`config.mk`:
```
export PLATFORM = sky130hd
export DESIGN_NAME = seg_display
export DESIGN_NICKNAME = d
export VERILOG_FILES = /design/src/rtl/keyboard_pkg.sv /design/src/rtl/seg_fifo.sv /design/src/rtl/seg_display.sv
export SDC_FILE = /design/constraint.sdc
export NUM_CORES = 1
export LEC_CHECK = 0
export ABC_AREA = 1
export CAP_MARGIN = 40
export CORE_MARGIN = 1.5
export CORE_UTILIZATION = 59
export CTS_BUF_LIST = sky130_fd_sc_hd__clkbuf_16
export CTS_CLUSTER_SIZE = 30
export DETAILED_ROUTE_END_ITERATION = 8
export GPL_TIMING_DRIVEN = 0
export PLACE_DENSITY = 0.88
export SETUP_SLACK_MARGIN = 0.5
export SYNTH_ARGS = -nofsm -noshare
export SYNTH_HDL_FRONTEND = slang
export SYNTH_SLANG_ARGS = --single-unit
```
`constraint.sdc`:
```
create_clock -name clk -period 5.92 [get_ports clk]
set_input_delay 1.184 -clock clk [delete_from_list [all_inputs] [get_ports clk]]
set_output_delay 1.184 -clock clk [all_outputs]
set_load 0.05 [all_outputs]
```
`src/rtl/keyboard_pkg.sv`:
```
// Shared constants and character decode for the display and keypad blocks:
// register map, status/control bit positions, character codes and 7-segment glyphs.
package keyboard_pkg;

    localparam int unsigned DATA_W     = 32;
    localparam int unsigned ADDR_W     = 3;
    localparam int unsigned LANE_W     = 4;
    localparam int unsigned CHAR_W     = 8;
    localparam int unsigned SEG_W      = 8;
    localparam int unsigned NUM_DIGITS = 4;
    localparam int unsigned SCAN_W     = 2;
    localparam int unsigned FIFO_DEPTH = 4;
    localparam int unsigned CTRL_W     = 2;

    localparam logic [ADDR_W-1:0] ADDR_CHAR = ADDR_W'(0);
    localparam logic [ADDR_W-1:0] ADDR_STAU = ADDR_W'(1);
    localparam logic [ADDR_W-1:0] ADDR_CTRL = ADDR_W'(2);

    localparam int unsigned STAU_EMPTY   = 0;
    localparam int unsigned STAU_FULL    = 1;
    localparam int unsigned STAU_OVF     = 2;
    localparam int unsigned CTRL_DISP_EN = 0;
    localparam int unsigned CTRL_IRQ_EN  = 1;

    localparam logic [CHAR_W-1:0] CH_0     = 8'h30;
    localparam logic [CHAR_W-1:0] CH_9     = 8'h39;
    localparam logic [CHAR_W-1:0] CH_SPACE = 8'h20;
    localparam logic [CHAR_W-1:0] CH_MINUS = 8'h2d;
    localparam logic [CHAR_W-1:0] CH_PLUS  = 8'h2b;
    localparam logic [CHAR_W-1:0] CH_DOT   = 8'h2e;
    localparam logic [CHAR_W-1:0] CH_CR    = 8'h0d;
    localparam logic [CHAR_W-1:0] CH_BS    = 8'h08;

    // Active-high segment glyphs, bit order {dp,g,f,e,d,c,b,a}
    localparam logic [SEG_W-1:0] GLYPH_BLANK = 8'h00;
    localparam logic [SEG_W-1:0] GLYPH_MINUS = 8'h40;
    localparam logic [SEG_W-1:0] GLYPH_PLUS  = 8'h46;
    localparam logic [SEG_W-1:0] SEG_DP      = 8'h80;

    typedef enum logic [1:0] {
        ST_IDLE,
        ST_POP,
        ST_APPLY
    } eng_state_e;

    typedef enum logic [2:0] {
        ACT_NONE,
        ACT_INSERT,
        ACT_DP,
        ACT_CLEAR,
        ACT_BACK
    } char_act_e;

    typedef struct packed {
        char_act_e          act;
        logic [SEG_W-1:0]   glyph;
    } char_dec_t;

    typedef struct packed {
        logic ovf;
        logic full;
        logic empty;
    } stau_t;

    function automatic logic [SEG_W-1:0] digit_glyph(input logic [3:0] d);
        logic [SEG_W-1:0] g;
        case (d)
            4'd0:    g = 8'h3f;
            4'd1:    g = 8'h06;
            4'd2:    g = 8'h5b;
            4'd3:    g = 8'h4f;
            4'd4:    g = 8'h66;
            4'd5:    g = 8'h6d;
            4'd6:    g = 8'h7d;
            4'd7:    g = 8'h07;
            4'd8:    g = 8'h7f;
            4'd9:    g = 8'h6f;
            default: g = GLYPH_BLANK;
        endcase
        return g;
    endfunction

    function automatic char_dec_t decode_char(input logic [CHAR_W-1:0] c);
        char_dec_t d;
        d.act   = ACT_NONE;
        d.glyph = GLYPH_BLANK;
        if (c >= CH_0 && c <= CH_9) begin
            d.act   = ACT_INSERT;
            d.glyph = digit_glyph(4'(c - CH_0));
        end else begin
            case (c)
                CH_SPACE: d.act = ACT_INSERT;
                CH_MINUS: begin d.act = ACT_INSERT; d.glyph = GLYPH_MINUS; end
                CH_PLUS:  begin d.act = ACT_INSERT; d.glyph = GLYPH_PLUS;  end
                CH_DOT:   d.act = ACT_DP;
                CH_CR:    d.act = ACT_CLEAR;
                CH_BS:    d.act = ACT_BACK;
                default:  d.act = ACT_NONE;
            endcase
        end
        return d;
    endfunction

endpackage

```
`src/rtl/seg_fifo.sv`:
```
// Small synchronous FIFO holding characters waiting for the display engine.
// Pushes into a full FIFO and pops from an empty one are ignored.
module seg_fifo #(
    parameter int unsigned DEPTH = 4,
    parameter int unsigned WIDTH = 8
) (
    input  logic             clk,
    input  logic             rstn,
    input  logic             push_i,
    input  logic             pop_i,
    input  logic [WIDTH-1:0] data_i,
    output logic [WIDTH-1:0] data_o,
    output logic             full_o,
    output logic             empty_o
);

    localparam int unsigned PTR_W = (DEPTH > 1) ? $clog2(DEPTH) : 1;
    localparam int unsigned CNT_W = $clog2(DEPTH + 1);

    logic [WIDTH-1:0] mem_q [DEPTH];
    logic [PTR_W-1:0] wr_ptr_q, wr_ptr_d;
    logic [PTR_W-1:0] rd_ptr_q, rd_ptr_d;
    logic [CNT_W-1:0] count_q, count_d;
    logic             do_push_c, do_pop_c;

    function automatic logic [PTR_W-1:0] ptr_inc(input logic [PTR_W-1:0] p);
        return (p == PTR_W'(DEPTH - 1)) ? '0 : p + PTR_W'(1);
    endfunction

    assign full_o  = (count_q == CNT_W'(DEPTH));
    assign empty_o = (count_q == '0);
    assign data_o  = mem_q[rd_ptr_q];

    assign do_push_c = push_i && !full_o;
    assign do_pop_c  = pop_i && !empty_o;

    always_comb begin
        wr_ptr_d = wr_ptr_q;
        rd_ptr_d = rd_ptr_q;
        count_d  = count_q;
        if (do_push_c) wr_ptr_d = ptr_inc(wr_ptr_q);
        if (do_pop_c)  rd_ptr_d = ptr_inc(rd_ptr_q);
        case ({do_push_c, do_pop_c})
            2'b10:   count_d = count_q + CNT_W'(1);
            2'b01:   count_d = count_q - CNT_W'(1);
            default: count_d = count_q;
        endcase
    end

    always_ff @(posedge clk or negedge rstn) begin
        if (!rstn) begin
            wr_ptr_q <= '0;
            rd_ptr_q <= '0;
            count_q  <= '0;
            for (int i = 0; i < int'(DEPTH); i++) mem_q[i] <= '0;
        end else begin
            wr_ptr_q <= wr_ptr_d;
            rd_ptr_q <= rd_ptr_d;
            count_q  <= count_d;
            if (do_push_c) mem_q[wr_ptr_q] <= data_i;
        end
    end

endmodule

```
`src/rtl/seg_display.sv`:
```
// Four-digit multiplexed 7-segment display controller with a character FIFO,
// a three-cycle apply engine, a status/control register bank and a drain interrupt.
module seg_display
    import keyboard_pkg::*;
#(
    parameter int unsigned SCAN_BITS = 13
) (
    input  logic              clk,
    input  logic              rstn,
    input  logic [ADDR_W-1:0] addr,
    input  logic              enableIn,
    input  logic [LANE_W-1:0] enableOut,
    input  logic [DATA_W-1:0] dataIn,
    output logic [DATA_W-1:0] dataOut,
    output logic              readyout,
    output logic              resp,
    output logic [SEG_W-1:0]  seg_pin,
    output logic [NUM_DIGITS-1:0] dig_pin,
    output logic              irq
);

    logic wr_c, rd_c, char_wr_c, ovf_set_c, ovf_clr_c;
    logic fifo_full, fifo_empty, pop_c;
    logic [CHAR_W-1:0] fifo_head;

    eng_state_e        state_q, state_d;
    logic [CHAR_W-1:0] char_q, char_d;
    logic [SEG_W-1:0]  buf_q [NUM_DIGITS];
    logic [SEG_W-1:0]  buf_d [NUM_DIGITS];
    char_dec_t         dec_c;

    logic              ovf_q, ovf_d;
    logic [CTRL_W-1:0] ctrl_q, ctrl_d;
    logic [CHAR_W-1:0] last_char_q, last_char_d;
    logic [DATA_W-1:0] dout_q, dout_d, rdata_c;
    stau_t             stau_c;

    logic [SCAN_BITS-1:0]  presc_q, presc_d;
    logic [SCAN_W-1:0]     scan_q, scan_d;
    logic [SEG_W-1:0]      seg_q, seg_d;
    logic [NUM_DIGITS-1:0] dig_q, dig_d;
    logic                  unused_c;

    assign wr_c      = enableIn && enableOut[0];
    assign rd_c      = !enableIn && (enableOut != '0);
    assign char_wr_c = wr_c && (addr == ADDR_CHAR);
    assign ovf_set_c = char_wr_c && fifo_full;
    assign ovf_clr_c = wr_c && (addr == ADDR_STAU) && dataIn[STAU_OVF];
    assign unused_c  = ^dataIn[DATA_W-1:CHAR_W];

    seg_fifo #(
        .DEPTH (FIFO_DEPTH),
        .WIDTH (CHAR_W)
    ) u_fifo (
        .clk     (clk),
        .rstn    (rstn),
        .push_i  (char_wr_c),
        .pop_i   (pop_c),
        .data_i  (dataIn[CHAR_W-1:0]),
        .data_o  (fifo_head),
        .full_o  (fifo_full),
        .empty_o (fifo_empty)
    );

    // Apply engine: fetch one character, then fold it into the digit buffer
    always_comb begin
        state_d = state_q;
        pop_c   = 1'b0;
        char_d  = char_q;
        buf_d   = buf_q;
        dec_c   = decode_char(char_q);
        unique case (state_q)
            ST_IDLE: begin
                if (!fifo_empty) state_d = ST_POP;
            end
            ST_POP: begin
                pop_c   = 1'b1;
                char_d  = fifo_head;
                state_d = ST_APPLY;
            end
            ST_APPLY: begin
                state_d = ST_IDLE;
                case (dec_c.act)
                    ACT_INSERT: begin
                        for (int i = NUM_DIGITS - 1; i > 0; i--) buf_d[i] = buf_q[i-1];
                        buf_d[0] = dec_c.glyph;
                    end
                    ACT_DP:    buf_d[0] = buf_q[0] | SEG_DP;
                    ACT_CLEAR: for (int i = 0; i < NUM_DIGITS; i++) buf_d[i] = GLYPH_BLANK;
                    ACT_BACK: begin
                        for (int i = 0; i < NUM_DIGITS - 1; i++) buf_d[i] = buf_q[i+1];
                        buf_d[NUM_DIGITS-1] = GLYPH_BLANK;
                    end
                    default: ;
                endcase
            end
            default: state_d = ST_IDLE;
        endcase
    end

    always_ff @(posedge clk or negedge rstn) begin
        if (!rstn) begin
            state_q <= ST_IDLE;
            char_q  <= '0;
            for (int i = 0; i < NUM_DIGITS; i++) buf_q[i] <= GLYPH_BLANK;
        end else begin
            state_q <= state_d;
            char_q  <= char_d;
            buf_q   <= buf_d;
        end
    end

    // Register bank; overflow set takes priority over a software clear
    always_comb begin
        ovf_d       = ovf_q;
        ctrl_d      = ctrl_q;
        last_char_d = last_char_q;
        if (ovf_set_c)      ovf_d = 1'b1;
        else if (ovf_clr_c) ovf_d = 1'b0;
        if (wr_c && (addr == ADDR_CTRL)) ctrl_d = dataIn[CTRL_W-1:0];
        if (char_wr_c) last_char_d = dataIn[CHAR_W-1:0];

        stau_c = '{ovf: ovf_q, full: fifo_full, empty: fifo_empty};
        case (addr)
            ADDR_CHAR: rdata_c = DATA_W'(last_char_q);
            ADDR_STAU: rdata_c = DATA_W'(stau_c);
            ADDR_CTRL: rdata_c = DATA_W'(ctrl_q);
            default:   rdata_c = '0;
        endcase
        dout_d = rd_c ? rdata_c : dout_q;
    end

    // Digit scan; pins are registered from next-state values so they track the buffer without lag
    always_comb begin
        presc_d = presc_q + SCAN_BITS'(1);
        scan_d  = (&presc_q) ? scan_q + SCAN_W'(1) : scan_q;
        seg_d   = '1;
        dig_d   = '1;
        if (ctrl_d[CTRL_DISP_EN]) begin
            seg_d = ~buf_d[scan_d];
            dig_d = ~(NUM_DIGITS'(1) << scan_d);
        end
    end

    always_ff @(posedge clk or negedge rstn) begin
        if (!rstn) begin
            ovf_q       <= 1'b0;
            ctrl_q      <= '0;
            last_char_q <= '0;
            dout_q      <= '0;
            presc_q     <= '0;
            scan_q      <= '0;
            seg_q       <= '1;
            dig_q       <= '1;
        end else begin
            ovf_q       <= ovf_d;
            ctrl_q      <= ctrl_d;
            last_char_q <= last_char_d;
            dout_q      <= dout_d;
            presc_q     <= presc_d;
            scan_q      <= scan_d;
            seg_q       <= seg_d;
            dig_q       <= dig_d;
        end
    end

    assign dataOut  = dout_q;
    assign seg_pin  = seg_q;
    assign dig_pin  = dig_q;
    assign readyout = 1'b1;
    assign resp     = 1'b0;
    assign irq      = ctrl_q[CTRL_IRQ_EN] && fifo_empty && (state_q == ST_IDLE);

endmodule
```
# [Word-level counts from Yosys, hierarchy flattened]
# Memories as Yosys holds them, arrays and structs flattened.
# Index checks and enable logic that the tools add are counted.
[word_totals] mem_count=1 regBits=151 mem_bits_ro=112
[memory_table] memory="(no name shown)" words=16 width=7 rd=1 rd_ports_with_merged_regs=0 wr=0 line_no="keyboard_pkg.sv:67" rtl="case (d)"
[op_classes] reduce_logical=24 n_addsub=7 shift=1 n_mux=28 magnitude_cmp=6 n_eq_ne=20 n_bitwise=5
[op_table] operator="$pmux 24 s3" count=1
[op_table] operator="$mux 8" count=6
[op_table] operator="$bmux 8 s2" count=2
[op_table] operator="$bwmux 32" count=1
[op_table] operator="$eq 8x6->1 const B" count=4
[op_table] operator="$mux 32" count=1
[op_table] operator="$pmux 8 s4" count=1
[op_table] operator="$pmux 8 s3" count=1
[op_table] operator="$demux 8 s2" count=1
[op_table] operator="$eq 8x4->1 const B" count=2
[op_table] operator="$pmux 7 s2" count=1
[op_table] operator="$add 13x1->13 const B" count=1
[op_table] operator="$logic_and 1x1->1" count=13
[op_table] operator="$reduce_and 13->1" count=1
[op_table] operator="$pmux 3 s4" count=1
[op_table] operator="$mux 11" count=1
[op_table] operator="$eq 3x2->1 const B" count=3
[op_table] operator="$ge 3x3->1 const B" count=3
[op_table] operator="$not 2->3" count=3
[op_table] operator="$eq 2x2->1 const B" count=4
[op_table] operator="$ge 8x6->1 const B" count=1
[op_table] operator="$le 8x6->1 const B" count=1
[op_table] operator="$mux 2" count=4
[op_table] operator="$not 8->8" count=1
[op_table] operator="other kinds (21)" count=33

# [Logic depth before layout (Yosys ltp)]
# Gate-level depths: netlist (run 1).
[depth] word_depth=12 mapped_depth=17 mapped_depth_nobuf=16

# [Hierarchy]
# Synthesis (run 1) repeated with hierarchy kept, for this count alone.
[hier_totals] cells_unflattened=834 area_unflattened_um2=6954.2
[by_module_without_submodules] module="seg_display" cells_each=577 seq_area_each_um2=2217.1 n_inst=1 area_each_um2=4847.1
[by_module_without_submodules] module="seg_fifo" cells_each=257 seq_area_each_um2=975.9 n_inst=1 area_each_um2=2107.0

# [Worst setup path before layout (run 1)]
# Ideal clock, no wire load.
[synth_timing] path_type="input-to-reg" from="input addr[1]" to="register u_fifo.count_q[1]" t_arrival_ps=2677 setup_time_ps=83 stages=10 required_ps=5837 slack_ps=3160 n_path_buf=0 cell_sequence="nor2_1 nand2_2 nor2_4 inv_2 nor2_4 inv_1 ha_1 inv_1 fa_1 o21ai_0"
[synth_between] elab_chain_cells=5 word_cells_on_any_way=7 cone_classes="eq/ne (2); mux (1); reduce/logical (4)"
[synth_lines] element="start, declared" line_no="seg_display.sv:10" rtl="input logic [ADDR_W-1:0] addr,"
[synth_lines] element="$logic_not 3->1 *" line_no="seg_display.sv:46" rtl="assign char_wr_c = wr_c && (addr == ADDR_CHAR);"
[synth_lines] element="$logic_and 1x1->1 *" line_no="seg_display.sv:46"
[synth_lines] element="$logic_and 1x1->1 *" line_no="seg_fifo.sv:34" rtl="assign do_push_c = push_i && !full_o;"
[synth_lines] element="$eq 2x1->1 / $eq 2x2->1 (equally long branches)" line_no="seg_fifo.sv:43" rtl="case ({do_push_c, do_pop_c})"
[synth_lines] element="$pmux 3 s2 / $reduce_bool 2->1 (equally long branches)"
[synth_lines] element="end signal, assigned" line_no="seg_fifo.sv:59" rtl="count_q <= count_d;"
[synth_lines] element="end, declared" line_no="seg_fifo.sv:23" rtl="logic [CNT_W-1:0] count_q, count_d;"
# Mark *: on every way between the ends. The rest lies on a longest branch, timed or not.
# A chain may end at the register's enable or synchronous reset.

# [Final worst setup path (run 1)]
[layout_timing] from="register u_fifo.count_q[1]" to="output irq"
[layout_between] elab_chain_cells=3
[layout_lines] element="$logic_not 3->1" line_no="seg_fifo.sv:31" rtl="assign empty_o = (count_q == '0);"
[layout_lines] element="$logic_and 1x1->1 (2 in a row)" line_no="seg_display.sv:172" rtl="assign irq = ctrl_q[CTRL_IRQ_EN] && fifo_empty && (state_q == ST_IDLE);"
[layout_lines] element="end, declared" line_no="seg_display.sv:19" rtl="output logic irq"
# Every way passes these cells.

==> results.md, run 1 <==
* Final std cells w/o fill at roughly 1000
* Peak supply drop at 0.317 mV
* Mean post-synth cell area at 8.54 um2
* GRT met3 Usage at 7.93%
* Number of placed I/O pins at 89
* Max cap viols at 0
* Critical-path maximum fanout at 4
* Hold Crit Class: reg -> reg
* CTS Sinks at around 130
* Synthesized netlist cell count at around 760
* CP Cell Sequence: nor3_1 -> nand2_1 -> nor2_1 -> clkdlybuf4s50_1
* Antenna Cells at 0
* Final-stage net count at 894
* Port Buffer Count at 38
* Delay-heaviest family, CP: buffers and inverters
* Aggregate global-route resource usage at 29.0%
* Initial antenna violation count at 0
* GR Util met2 at between 40 and 50%
* Rel. slew slack at 46.7%
* FP Rows at 37
* Critical setup path kind: reg -> out
* CTS tree: yes
* TritonCTS Buffers at 17
* Crit path DAT at approximately 2.3 ns
* Core area at 10500 um2
* Starting Density at just over 60%
* Placed Area at 7120 um2
* Largest area contributor in the netlist: dfrtp_1
* TNS Setup at 0 ns
* Number of global-route vias before repair at 5501
* Drt first pass iters at 5
* Die area at 11600 um2
* CP Buf/Inv Count at 1
* Largest net degree at the start of global routing at 69
* Finished Cell Area at roughly 7700 um2
* Hold buffers post-CTS at 0
* Final setup margin at between 2 and 2.5 ns
* CP peak stage delay at 0.85 ns
* Routed WL at 15.6 mm
* CP max stage cell: clkdlybuf4s50_1
* Vias/cell at 5.65
* Hpwl dp at 10.5 mm
* Final slew viol count at 0
* Tmin final at 3.44 ns
* Prevailing post-synth register cell: dfrtp_1
* Leakage at around 3.7 nW
* Post-route ant nets at 0
* Clk root buf: clkbuf_16
* Final Total Pwr at 3.52 mW
* CP Capture Type: output pin
* DRT iter0 DRCs at 617
* Congestion Overflow GR at 0
* WL/cell at around 16 um
* PwrDens at about 460 nW/um2
* Most common library cell in the layout ignoring fill and taps: nand2_1
* Status: completed
* Worst-path clk slew at approximately 0.06 ns
* Clk buf depth at 2
* Clock Skew at 0.00797 ns
* Hold Violations, Final at 0
* Ys Warns at 0
* Area taken by multi-input logic gates at between 2000 and 3000 um2
* Post-CTS resize count at 0
* Number of remaining DRC errors at 0
* Postcts setup bufs at 0
* Commonest non-fill, non-tap cells in the layout: nand2_1, dfrtp_1, o21ai_0, inv_1, nand3_1
* DP Cell Count at 954
* RSZ-0062 raised after global routing: no
* Top-area cell type share of the netlist area at 44.6%
* Synth async-reset ratio at between 90% and 100%
* Number of synthesized flops with an enable pin at 0
* Post-Place Worst Slack at 2.40 ns
* Layout area overhead at 18.9%
* Worst slew pin tran at just under 0.8 ns
* CP Data Required Time at 4.74 ns
* Seq cells post-synth at 127
* Routed vias at 5570
* Share of cells above drive strength 1 at 13.4%
* Synth cell types at 40
* Placer's final routability congestion estimate at 0.912
* First-pass GRT wire length at 25.6 mm
* H-tree lvl count at 4
* Startpoint Class: flip-flop
* Sequential share of the synthesized area at 49.5%
* Synth area leaders: dfrtp_1, nand2_1, o21ai_0, nand3_1, dfstp_2
* Fin crit share at between 50% and 60%
* Max Freq at 0.291 GHz
* Met1 GRT Util at between 30% and 40%
* Flip-flop and latch area at 3190 um2
* Die W at 108 um
* Endpoints failing setup at 0
* Gr busiest metal: met2
* Clk_lat worst skew at 0.43 ns
* Post-Syn Area at 6450 um2
* Final-layout fill cell count at 697
* Chip height at roughly 110 um
==> cell families (layout without fill, tap and decap cells) <==
logic type / Yosys count / in the layout / share of synthesized area (%)
buf+inv: 130 / 201 / 9.99
xor+xnor: 13 / 13 / 1.76
fa+ha+maj: 15 / 15 / 3.03
other cells: 2 / 26 / 0.116
flops: 127 / 127 / 49.5
simple gates: 340 / 340 / 24.7
compound gates: 128 / 128 / 11.0
==> stage by stage <==
stage,hold slack (ns),util [%]
after floorplan,0.422,-
after global placement,0.436,67.8
after detailed placement,0.459,68.1
after CTS,0.468,73.3
after global routing,0.496,73.3
final,0.466,73.3
==> where the power goes <==
group / switching [mW] / total [mW] / internal [mW]
Combinational: 0.813 / 1.23 / 0.417
Clock: 0.397 / 0.970 / 0.572
Sequential: 0.167 / 1.32 / 1.15
==> state kept, by name (all words and copies together), names as in the netlist <==
| signal | cells |
|---|---|
| char_q | 8 |
| ovf_q | 1 |
| buf_q | 32 |
| dataOut | 8 |
| last_char_q | 8 |
| dig_pin | 4 |
| u_fifo.count_q | 3 |
| scan_q | 2 |
| u_fifo.rd_ptr_q | 2 |
| state_q | 2 |
| presc_q | 13 |
| seg_pin | 8 |
| u_fifo.mem_q | 32 |
| u_fifo.wr_ptr_q | 2 |
| ctrl_q | 2 |
==> layer usage <==
metal  up-vias  share of wire, %
met5         -                 0
met4         0               3.1
met3        49               8.1
met2       296                50
met1      2659                39
li1       2566                 -
==> cell usage after synthesis, types with 7 or more instances <==
cell type / instances
clkbuf_1: 10
ha_1: 14
dfstp_2: 12
nor2_1: 52
xor2_1: 9
o22ai_1: 11
dfrtp_1: 115
and2_1: 16
nand2_1: 165
o21ai_1: 7
a21oi_1: 11
o21ai_0: 84
inv_1: 79
buf_4: 28
nand3_1: 68
nor3_1: 11
==> path summary, 6_finish.rpt <==
kind	from	to	slack, ns	cells after the start
hold / removal	presc_q[12]$_DFF_PN0_	presc_q[12]$_DFF_PN0_	0.47	1
hold reg to reg	presc_q[12]$_DFF_PN0_	presc_q[12]$_DFF_PN0_	0.47	1
setup reg to reg	char_q[1]$_DFFE_PN0P_	seg_pin[0]$_DFF_PN1_	3.52	13
setup / recovery	u_fifo.count_q[1]$_DFFE_PN0P_	irq	2.48	4
max in group asynchronous	rstn	dig_pin[0]$_DFF_PN1_	4.46	2
min in group asynchronous	rstn	buf_q[5]$_DFF_PN0_	0.72	1
==> area by class of cell <==
class | instances | share of cell area [%]
plain buffers | 46 | 4.23
clock buffers | 17 | 5.55
clock inverters | 15 | 1.62
inverters | 84 | 4.18
multi-input cells | 522 | 35.3
flip-flops and latches | 127 | 41.6
well taps | 136 | 2.22
repair buffers | 39 | 5.33
No activity file was read; power rests on OpenSTA's default activity.
==> inputs of run 2 (changes only) <==
CORE_UTILIZATION = 55   (was 59)
PLACE_DENSITY = 0.83   (was 0.88)
clock period = 3.5 ns   (was 5.92 ns; I/O delays follow)
==> results.md, run 2 (synthesized netlist as in run 1, its figures left out) <==
* Area taken by multi-input logic gates at 2700 um2 (unchanged)
* Post-layout utilization of the core at 67.5% (was 73.3%)
* Max Freq at 0.386 GHz
* TritonCTS Buffers at 17 (unchanged)
* Tmin final at 2.59 ns
* WL/cell at 14.8 um (was 15.8 um)
* Core area at 11400 um2 (was 10500 um2)
* Number of remaining DRC errors at 0 (unchanged)
* Commonest non-fill, non-tap cells in the layout: nand2_1, dfrtp_1, o21ai_0, inv_1, nand3_1 (unchanged)
* Port Buffer Count at 38 (unchanged)
* Clk root buf: clkbuf_16 (unchanged)
* Congestion Overflow GR at 0 (unchanged)
* Hpwl dp at 9.48 mm (was 10.5 mm)
* Startpoint Class: input port (was flip-flop)
* Die W at 111 um (was 108 um)
* Number of global-route vias before repair at 5358 (was 5501)
* First-pass GRT wire length at 25.2 mm (was 25.6 mm)
* Chip height at 111 um (was 108 um)
* RSZ-0062 raised after global routing: no (unchanged)
* Worst-path clk slew at 0.06 ns (about the same)
* Aggregate global-route resource usage at 25.4% (was 29.0%)
* Hold Crit Class: in -> async (was reg -> reg)
* Critical-path maximum fanout at 9 (was 4)
* Die area at 12400 um2 (was 11600 um2)
* Final slew viol count at 0 (unchanged)
* Postcts setup bufs at 0 (unchanged)
* H-tree lvl count at 4 (unchanged)
* Most common library cell in the layout ignoring fill and taps: nand2_1 (unchanged)
* CTS Sinks at 127 (unchanged)
* Largest net degree at the start of global routing at 91 (was 69)
* Post-route ant nets at 0 (unchanged)
* Worst Reg2Reg Path Length in Cells at 10 (was 13)
* Peak supply drop at 0.602 mV (was 0.317 mV)
* DP Cell Count at 961 (was 954)
* CP Data Required Time at 3.84 ns (was 4.74 ns)
* Final std cells w/o fill at 993 (was 986)
* Status: completed (unchanged)
* Number of placed I/O pins at 89 (unchanged)
* Fin crit share at 74.0%
* Final setup margin at 0.912 ns (was 2.48 ns)
* Worst slew pin tran at 0.831 ns (was 0.796 ns)
* PwrDens at 777 nW/um2 (was 458 nW/um2)
* Routed vias at 5343 (was 5570)
* Post-Place Worst Slack at 0.530 ns (was 2.40 ns)
* Vias/cell at 5.38 (was 5.65)
* Regs by FF count: buf_q (32), u_fifo.mem_q (32), presc_q (13) (unchanged)
* CTS tree: yes (unchanged)
* Drt first pass iters at 6 (was 5)
* Placer's final routability congestion estimate at 0.840 (was 0.912)
* Layout area overhead at 19.6% (was 18.9%)
* Initial antenna violation count at 0 (unchanged)
* Rel. slew slack at 44.3% (was 46.7%)
* FP Rows at 39 (was 37)
* Clk buf depth at 2 (unchanged)
* Crit path DAT at 2.93 ns (was 2.26 ns)
* Hold Violations, Final at 0 (unchanged)
* Clock Skew at 0.00616 ns (was 0.00797 ns)
* Starting Density at 56.5% (was 61.7%)
* DRT iter0 DRCs at 361 (was 617)
* Share of cells above drive strength 1 at 13.2% (was 13.4%)
* Critical setup path kind: in -> reg (was reg -> out)
* Clk_lat worst skew at 0.41 ns (was 0.43 ns)
* Routed WL at 14.7 mm (was 15.6 mm)
* Leakage at 3.73 nW (was 3.69 nW)
* Final-layout fill cell count at 901 (was 697)
* Flip-flop and latch area at 3190 um2 (unchanged)
* Final-stage net count at 894 (unchanged)
* Final Total Pwr at 5.99 mW (was 3.52 mW)
* Antenna Cells at 0 (unchanged)
* Max cap viols at 0 (unchanged)
* CP Capture Type: flip-flop (was output pin)
* Endpoints failing setup at 0 (unchanged)
run 2: worst max-delay path, cell delays in order:
cell and delay, ns:
clkdlybuf4s50_1 0.42, inv_1 0.09, nand2_1 0.06, nor2_1 0.12
nand3_1 0.14, nand2_1 0.08, o21ai_1 0.18, nor3_2 0.75
nand3_1 0.20, nand3_1 0.13, nor2_1 0.05
run 2: cell type report:
type / instances / share of cell area (%)
flip-flops and latches: 127 / 41.4
multi-input cells: 522 / 35.1
clock buffers: 17 / 5.52
repair buffers: 39 / 5.34
plain buffers: 46 / 4.20
inverters: 84 / 4.15
well taps: 143 / 2.32
clock inverters: 15 / 2.01
run 2: per-stage QoR:
step                      cell area (um2)  setup TNS [ns]  hold WS [ns]
final                                7710               0         0.178
after global routing                 7710               0         0.196
after CTS                            7710               0         0.184
after global placement               7100         -374.93         0.439
after floorplan                      6540               0         0.404
after detailed placement             7130               0         0.447
run 2: metal layers:
| metal | global-route usage, % | wire [um] | up-vias |
|---|---|---|---|
| li1 | - | - | 2570 |
| met1 | 31.8 | 6030 | 2550 |
| met2 | 42.8 | 7390 | 189 |
| met3 | 6.01 | 866 | 34 |
| met4 | 9.62 | 362 | 0 |
| met5 | 0 | 0 | - |
run 2: timing repair:
item,in CTS,in global routing
hold buffers,0,0
resized for setup,0,1
endpoints found under the setup margin,0,1
run 2: final timing paths:
check	start	end	slack, ns
setup / recovery	addr[0]	seg_pin[1]$_DFF_PN1_	0.91
hold / removal	rstn	presc_q[6]$_DFF_PN0_	0.18
setup reg to reg	presc_q[0]$_DFF_PN0_	seg_pin[1]$_DFF_PN1_	1.14
hold reg to reg	presc_q[0]$_DFF_PN0_	presc_q[0]$_DFF_PN0_	0.45
max in group asynchronous	rstn	seg_pin[1]$_DFF_PN1_	2.54
min in group clk	presc_q[0]$_DFF_PN0_	presc_q[0]$_DFF_PN0_	0.45
run 2: report_power, final:
part / total, mW / leakage [nW] / internal (mW) / switching [mW]
registers: 2.21 / 1.61 / 1.94 / 0.265
clock network: 1.73 / 0.287 / 1.10 / 0.632
logic: 2.05 / 1.84 / 0.703 / 1.35
total: 5.99 / 3.73 / 3.75 / 2.25
